===== config.mk =====
export PLATFORM = sky130hd
export DESIGN_NAME = mips_regfile_sb_flat
export DESIGN_NICKNAME = d
export VERILOG_FILES = /design/src/rtl/mips_rf_pkg.sv /design/src/rtl/mips_regfile_sb_if.sv /design/src/rtl/mips_rf_scoreboard.sv /design/src/rtl/mips_regfile_sb.sv /design/src/flat_wrapper.sv
export SDC_FILE = /design/constraint.sdc
export NUM_CORES = 2
export LEC_CHECK = 0
export CAP_MARGIN = 30
export CORE_ASPECT_RATIO = 2
export CORE_MARGIN = 8
export CORE_UTILIZATION = 60
export CTS_BUF_LIST = sky130_fd_sc_hd__clkbuf_2 sky130_fd_sc_hd__clkbuf_4 sky130_fd_sc_hd__clkbuf_8
export DETAILED_ROUTE_END_ITERATION = 10
export PLACE_DENSITY = 0.77
export SLEW_MARGIN = 30
export SYNTH_ARGS = -nofsm -noshare
export SYNTH_HDL_FRONTEND = slang
export SYNTH_SLANG_ARGS = --single-unit

===== constraint.sdc =====
create_clock -name clk -period 8.6 [get_ports clk]
set_clock_uncertainty 0.2 [all_clocks]
set_input_delay 1.72 -clock clk [delete_from_list [all_inputs] [get_ports clk]]
set_output_delay 1.72 -clock clk [all_outputs]
set_load 0.01 [all_outputs]

===== src/rtl/mips_rf_pkg.sv =====
// Shared defaults and typedefs for the MIPS register file with busy scoreboard.
package mips_rf_pkg;

    localparam int DEF_DATA_W = 32;
    localparam int DEF_ADDR_W = 5;

    typedef logic [DEF_DATA_W-1:0] reg_data_t;
    typedef logic [DEF_ADDR_W-1:0] reg_addr_t;

endpackage


===== src/rtl/mips_regfile_sb_if.sv =====
// Decode/writeback bus of the register file: read ports, write port, issue port, busy status.
interface mips_regfile_sb_if
    import mips_rf_pkg::*;
#(
    parameter int DATA_W = DEF_DATA_W,
    parameter int ADDR_W = DEF_ADDR_W
);

    logic [ADDR_W-1:0] readRegister1;
    logic [ADDR_W-1:0] readRegister2;
    logic [DATA_W-1:0] readData1;
    logic [DATA_W-1:0] readData2;
    logic              busy1;
    logic              busy2;
    logic              we;
    logic [ADDR_W-1:0] writeRegister;
    logic [DATA_W-1:0] writeData;
    logic              issueValid;
    logic [ADDR_W-1:0] issueRegister;
    logic [ADDR_W:0]   pendingCount;

    modport master (
        output readRegister1, readRegister2, we, writeRegister, writeData,
               issueValid, issueRegister,
        input  readData1, readData2, busy1, busy2, pendingCount
    );

    modport slave (
        input  readRegister1, readRegister2, we, writeRegister, writeData,
               issueValid, issueRegister,
        output readData1, readData2, busy1, busy2, pendingCount
    );

endinterface


===== src/rtl/mips_rf_scoreboard.sv =====
// Per-register busy bits for multi-cycle producers, plus a running count of busy registers.
module mips_rf_scoreboard
    import mips_rf_pkg::*;
#(
    parameter int ADDR_W = DEF_ADDR_W
) (
    input  logic                   clk,
    input  logic                   rst,
    input  logic                   setEn,
    input  logic [ADDR_W-1:0]      setRegister,
    input  logic                   clrEn,
    input  logic [ADDR_W-1:0]      clrRegister,
    output logic [2**ADDR_W-1:0]   busy,
    output logic [ADDR_W:0]        pendingCount
);

    localparam int NREGS = 2**ADDR_W;

    logic [NREGS-1:0] busyNext;
    logic [ADDR_W:0]  countNext;
    logic             setsNew;
    logic             clearsOld;

    // NOTE: every signal driven here gets a default before any branch, so no latch is inferred.
    always_comb begin
        busyNext = busy;
        // Set is applied after clear: a newer producer owns the register over a retiring one.
        if (clrEn) busyNext[clrRegister] = 1'b0;
        if (setEn) busyNext[setRegister] = 1'b1;

        setsNew   = setEn && !busy[setRegister];
        clearsOld = clrEn && busy[clrRegister] && !(setEn && setRegister == clrRegister);

        countNext = pendingCount;
        if (setsNew && !clearsOld) begin
            countNext = pendingCount + 1'b1;
        end else if (clearsOld && !setsNew) begin
            countNext = pendingCount - 1'b1;
        end
    end

    // NOTE: state registers use non-blocking assignments so all flops update from pre-edge values.
    always_ff @(posedge clk) begin
        if (rst) begin
            busy         <= '0;
            pendingCount <= '0;
        end else begin
            busy         <= busyNext;
            pendingCount <= countNext;
        end
    end

endmodule


===== src/rtl/mips_regfile_sb.sv =====
// MIPS register file: two bypassed combinational read ports, one write port,
// optional hardwired zero register and a busy scoreboard for stall logic.
module mips_regfile_sb
    import mips_rf_pkg::*;
#(
    parameter int DATA_W   = DEF_DATA_W,
    parameter int ADDR_W   = DEF_ADDR_W,
    parameter bit ZERO_REG = 1'b1
) (
    input  logic               clk,
    input  logic               rst,
    mips_regfile_sb_if.slave   bus
);

    localparam int NREGS = 2**ADDR_W;

    logic [DATA_W-1:0] regs [NREGS];
    logic [NREGS-1:0]  busyVec;
    logic              writeEn;
    logic              issueEn;
    logic              hit1;
    logic              hit2;
    logic              mask1;
    logic              mask2;

    assign writeEn = bus.we && !(ZERO_REG && bus.writeRegister == '0);
    assign issueEn = bus.issueValid && !(ZERO_REG && bus.issueRegister == '0);

    // NOTE: the array is cleared on reset because software may read a register before writing it.
    always_ff @(posedge clk) begin
        if (rst) begin
            for (int i = 0; i < NREGS; i++) begin
                regs[i] <= '0;
            end
        end else if (writeEn) begin
            regs[bus.writeRegister] <= bus.writeData;
        end
    end

    mips_rf_scoreboard #(
        .ADDR_W(ADDR_W)
    ) u_scoreboard (
        .clk         (clk),
        .rst         (rst),
        .setEn       (issueEn),
        .setRegister (bus.issueRegister),
        .clrEn       (writeEn),
        .clrRegister (bus.writeRegister),
        .busy        (busyVec),
        .pendingCount(bus.pendingCount)
    );

    // A same-cycle writeback both forwards its data and resolves the hazard.
    assign hit1  = bus.we && bus.writeRegister == bus.readRegister1;
    assign hit2  = bus.we && bus.writeRegister == bus.readRegister2;
    assign mask1 = rst || (ZERO_REG && bus.readRegister1 == '0);
    assign mask2 = rst || (ZERO_REG && bus.readRegister2 == '0);

    always_comb begin
        bus.readData1 = regs[bus.readRegister1];
        bus.busy1     = busyVec[bus.readRegister1];
        if (hit1) begin
            bus.readData1 = bus.writeData;
            bus.busy1     = 1'b0;
        end
        if (mask1) begin
            bus.readData1 = '0;
            bus.busy1     = 1'b0;
        end
    end

    always_comb begin
        bus.readData2 = regs[bus.readRegister2];
        bus.busy2     = busyVec[bus.readRegister2];
        if (hit2) begin
            bus.readData2 = bus.writeData;
            bus.busy2     = 1'b0;
        end
        if (mask2) begin
            bus.readData2 = '0;
            bus.busy2     = 1'b0;
        end
    end

endmodule


===== src/flat_wrapper.sv =====
// flat-port wrapper written by rule: the top's interface ports become plain ports
module mips_regfile_sb_flat import mips_rf_pkg::*;
#(
    parameter int DATA_W   = DEF_DATA_W,
    parameter int ADDR_W   = DEF_ADDR_W,
    parameter bit ZERO_REG = 1'b1
)
  (clk, rst, bus_readRegister1, bus_readRegister2, bus_we, bus_writeRegister, bus_writeData, bus_issueValid, bus_issueRegister, bus_readData1, bus_readData2, bus_busy1, bus_busy2, bus_pendingCount);
  mips_regfile_sb_if #(.DATA_W(DATA_W), .ADDR_W(ADDR_W)) bus_i ();
  input  logic clk;
  input  logic rst;
  input wire logic [$bits(bus_i.readRegister1)-1:0] bus_readRegister1;
  input wire logic [$bits(bus_i.readRegister2)-1:0] bus_readRegister2;
  input wire logic [$bits(bus_i.we)-1:0] bus_we;
  input wire logic [$bits(bus_i.writeRegister)-1:0] bus_writeRegister;
  input wire logic [$bits(bus_i.writeData)-1:0] bus_writeData;
  input wire logic [$bits(bus_i.issueValid)-1:0] bus_issueValid;
  input wire logic [$bits(bus_i.issueRegister)-1:0] bus_issueRegister;
  output wire logic [$bits(bus_i.readData1)-1:0] bus_readData1;
  output wire logic [$bits(bus_i.readData2)-1:0] bus_readData2;
  output wire logic [$bits(bus_i.busy1)-1:0] bus_busy1;
  output wire logic [$bits(bus_i.busy2)-1:0] bus_busy2;
  output wire logic [$bits(bus_i.pendingCount)-1:0] bus_pendingCount;
  assign bus_i.readRegister1 = bus_readRegister1;
  assign bus_i.readRegister2 = bus_readRegister2;
  assign bus_i.we = bus_we;
  assign bus_i.writeRegister = bus_writeRegister;
  assign bus_i.writeData = bus_writeData;
  assign bus_i.issueValid = bus_issueValid;
  assign bus_i.issueRegister = bus_issueRegister;
  assign bus_readData1 = bus_i.readData1;
  assign bus_readData2 = bus_i.readData2;
  assign bus_busy1 = bus_i.busy1;
  assign bus_busy2 = bus_i.busy2;
  assign bus_pendingCount = bus_i.pendingCount;
  mips_regfile_sb #(.DATA_W(DATA_W), .ADDR_W(ADDR_W), .ZERO_REG(ZERO_REG)) u_core (.clk(clk), .rst(rst), .bus(bus_i));
endmodule

==> flow_metrics.tcl <==
set metrics [dict create \
    critPathLaunchType "input port" \
    r2r_start "u_core.u_scoreboard.busy[27]$_SDFF_PP0_" \
    nets 3958 \
    worst_ep_required_time_ns 6.68 \
    grt_util_all_layers_pct 36.3 \
    clk_pin_slew_ns 0.07 \
    path_class "in -> out" \
    wl_um 196000 \
    num_rows 161 \
    ctsResizeCount 0 \
    synth_area_um2 57600 \
    grt_pass1_wl_um 276000 \
    end_kind "primary output" \
    initial_core_util_pct 60.2 \
    drcViolationCount 0 \
    yosys_warnings 0 \
    yosysTopAreaCell "edfxtp_1" \
    place_congestion 0.945 \
    initialDrtViolationCount 6066 \
    cts_made_buffers 149 \
    period_minus_slack_ns 7.41 \
    fillers 6630 \
    clkSinkCount 1062 \
    die_w_um 235 \
    hold_violations 0 \
    layout-drive-gt1-share_pct 23.8 \
    path_cells "clkdlybuf4s50_1 > xnor2_1 > nand4_1 > o21ai_4 > buf_4 > nor2_2 > buf_4 > a221o_1 > clkdlybuf4s50_1" \
    synth-edff-count 1024 \
    htree_num_levels 4 \
    max-cap-violations 0 \
    cts_buffer_depth 3 \
    hold_class "reg -> reg" \
    antenna_found_initial 14 \
    synth_cells 3886 \
    ant_nets 0 \
    via_per_inst 7.46 \
    dieArea_um2 107000 \
    whs_endpoint "u_core.u_scoreboard.busy[16]$_SDFF_PP0_" \
    yosysSeqAreaShare_pct 54.7 \
    hp-start "u_core.u_scoreboard.busy[16]$_SDFF_PP0_" \
    dr.pass1.iters 6 \
    ys_top_cells_by_area "edfxtp_1 53%, mux4_2 19%, and2_1 11%, mux2i_1 3.4%, clkbuf_1 1.9%" \
    ir_drop_mv 0.155 \
    clock_latency_ns 0.89 \
    numPortBuffers 127 \
    fmax_mhz 135 \
    chipHeight_um 454 \
    areaGrowthSynthToFinish_pct 9.22 \
    wl_per_cell_um 37.4 \
    root_buffer "clkbuf_8" \
    num_io_pins 128 \
    timing.final.crit_share_pct 86.2 \
    vias 39000 \
    rsz0062_at_grt "false" \
    slew_viol_final 0 \
    hpwl_um 113000 \
    synth_cell_types 57 \
    power_density_nw_per_um2 186 \
    cts_setup_buffers 0 \
    slew_headroom_pct 31.5 \
    synth.avg_cell_area_um2 14.8 \
    final_common_cell "edfxtp_1" \
    rrSetupSlack_ns 4.74 \
    p_leak_nw 21.8 \
    finalPower_mw 11.7 \
    grt-ovfl-total 0 \
    yosysTopAreaCellShare_pct 53.4 \
    finalSetupViolCount 0 \
    reg2regPathDepth 11 \
    slowest_stage "clkdlybuf4s50_1" \
    final-seq-area_um2 31500 \
    tns_ns 0 \
    multi_input_area_um2 24600 \
    tritoncts "built" \
    core_area_um2 95700 \
    synthFlopType "edfxtp_1" \
    cts_hold_buf 0 \
    status "finished clean" \
    ys_async_sr_fraction_pct 0 \
    grt_pass1_vias 39500 \
    worstMarginPinSlew_ns 1.03 \
    critPathMaxStageDelay_ns 0.94 \
    ys_ff_latch 1062 \
    hold_path_depth 2 \
    grt_start_max_net_pins 92 \
    r2r-end "u_core.u_scoreboard.pendingCount[5]$_SDFFE_PP0P_" \
    worstPathMaxFanout 16 \
    arrival_ns 5.49 \
    final_cell_mix "1024 x edfxtp_1, 994 x and2_1, 483 x mux4_2" \
]
[registers in the layout, summed over array words and instances, names as in the netlist]
name / flops
u_core.u_scoreboard.pendingCount: 6
u_core.u_scoreboard.busy: 32
u_core.regs: 1024
[final cells by class]
cell class / count / area share (%)
flip-flops and latches: 1062 / 50.1
multi-input cells: 2410 / 39.1
clock buffers: 190 / 3.80
repair buffers: 252 / 3.66
well taps: 1222 / 2.43
clock inverters: 72 / 0.720
inverters: 21 / 0.125
diodes: 7 / 0.0279
[worst max path at each step]
stage,startpoint,endpoint,slack [ns],cells after the start
detailed placement,bus_readRegister1[3],bus_readData1[14],1.29,9
global placement,bus_readRegister1[3],bus_readData1[14],1.32,9
CTS,bus_readRegister1[3],bus_readData1[14],1.27,9
global route,bus_readRegister1[3],bus_readData1[14],1.22,9
finish,bus_readRegister1[3],bus_readData1[31],1.19,9
floorplan,bus_readRegister1[1],bus_readData1[0],3.07,6
[worst max-delay path: cells and delay by family]
kind                   cells  cell delay [ns]
buffers and inverters      4             2.03
AO/OA/AOI/OAI              2             0.98
XOR/XNOR                   1             0.41
AND/OR/NAND/NOR            2             0.31
[report_power, final]
group	switching, mW	internal [mW]
Clock	2.02	1.94
Combinational	0.913	0.684
Sequential	0.155	5.96
Total	3.09	8.59
[cell usage after synthesis (12+ instances only)]
cell,instances
a221oi_1,28
o21ai_0,31
buf_4,13
clkbuf_1,299
mux4_2,483
buf_1,20
a21o_1,20
buf_2,75
nand2_1,65
a22oi_1,115
a22o_1,44
buf_6,15
mux2i_1,197
and2_1,995
mux4_1,18
nor2b_1,12
o221ai_1,35
o22ai_1,34
nand2b_1,20
dfxtp_1,38
inv_1,20
nor2_1,73
a221o_1,16
edfxtp_1,1024
a21oi_1,37
a211oi_1,35
nor3_1,22
[routing by layer]
layer	vias to the layer above	part of all wire, %	track usage, %
met3	1005	13	10.4
met1	19400	31	41.3
met4	6	8.9	27.5
met2	3526	47	58.2
met5	-	0.019	0
li1	15100	-	-
[stage by stage]
step	utilization [%]	instances	instance area [um2]	hold WS, ns	setup WS, ns
after CTS	65.8	5229	62900	0.314	1.27
after global routing	65.7	5231	62900	0.343	1.22
after global placement	62.8	4966	60100	0.290	1.32
after floorplan	-	3917	57700	0.272	3.07
final	65.7	5236	62900	0.319	1.19
after detailed placement	62.8	4967	60100	0.304	1.29
[kinds of logic after synthesis]
group | count (synthesis) | synth area share, %
simple gates | 1232 | 12.8
flops | 1062 | 54.7
mux | 708 | 23.3
buf+inv | 445 | 3.40
compound gates | 413 | 5.35
xor+xnor | 19 | 0.289
fa+ha+maj | 6 | 0.143
other cells | 1 | 0.00651
Power figures use the tool's default switching activity.
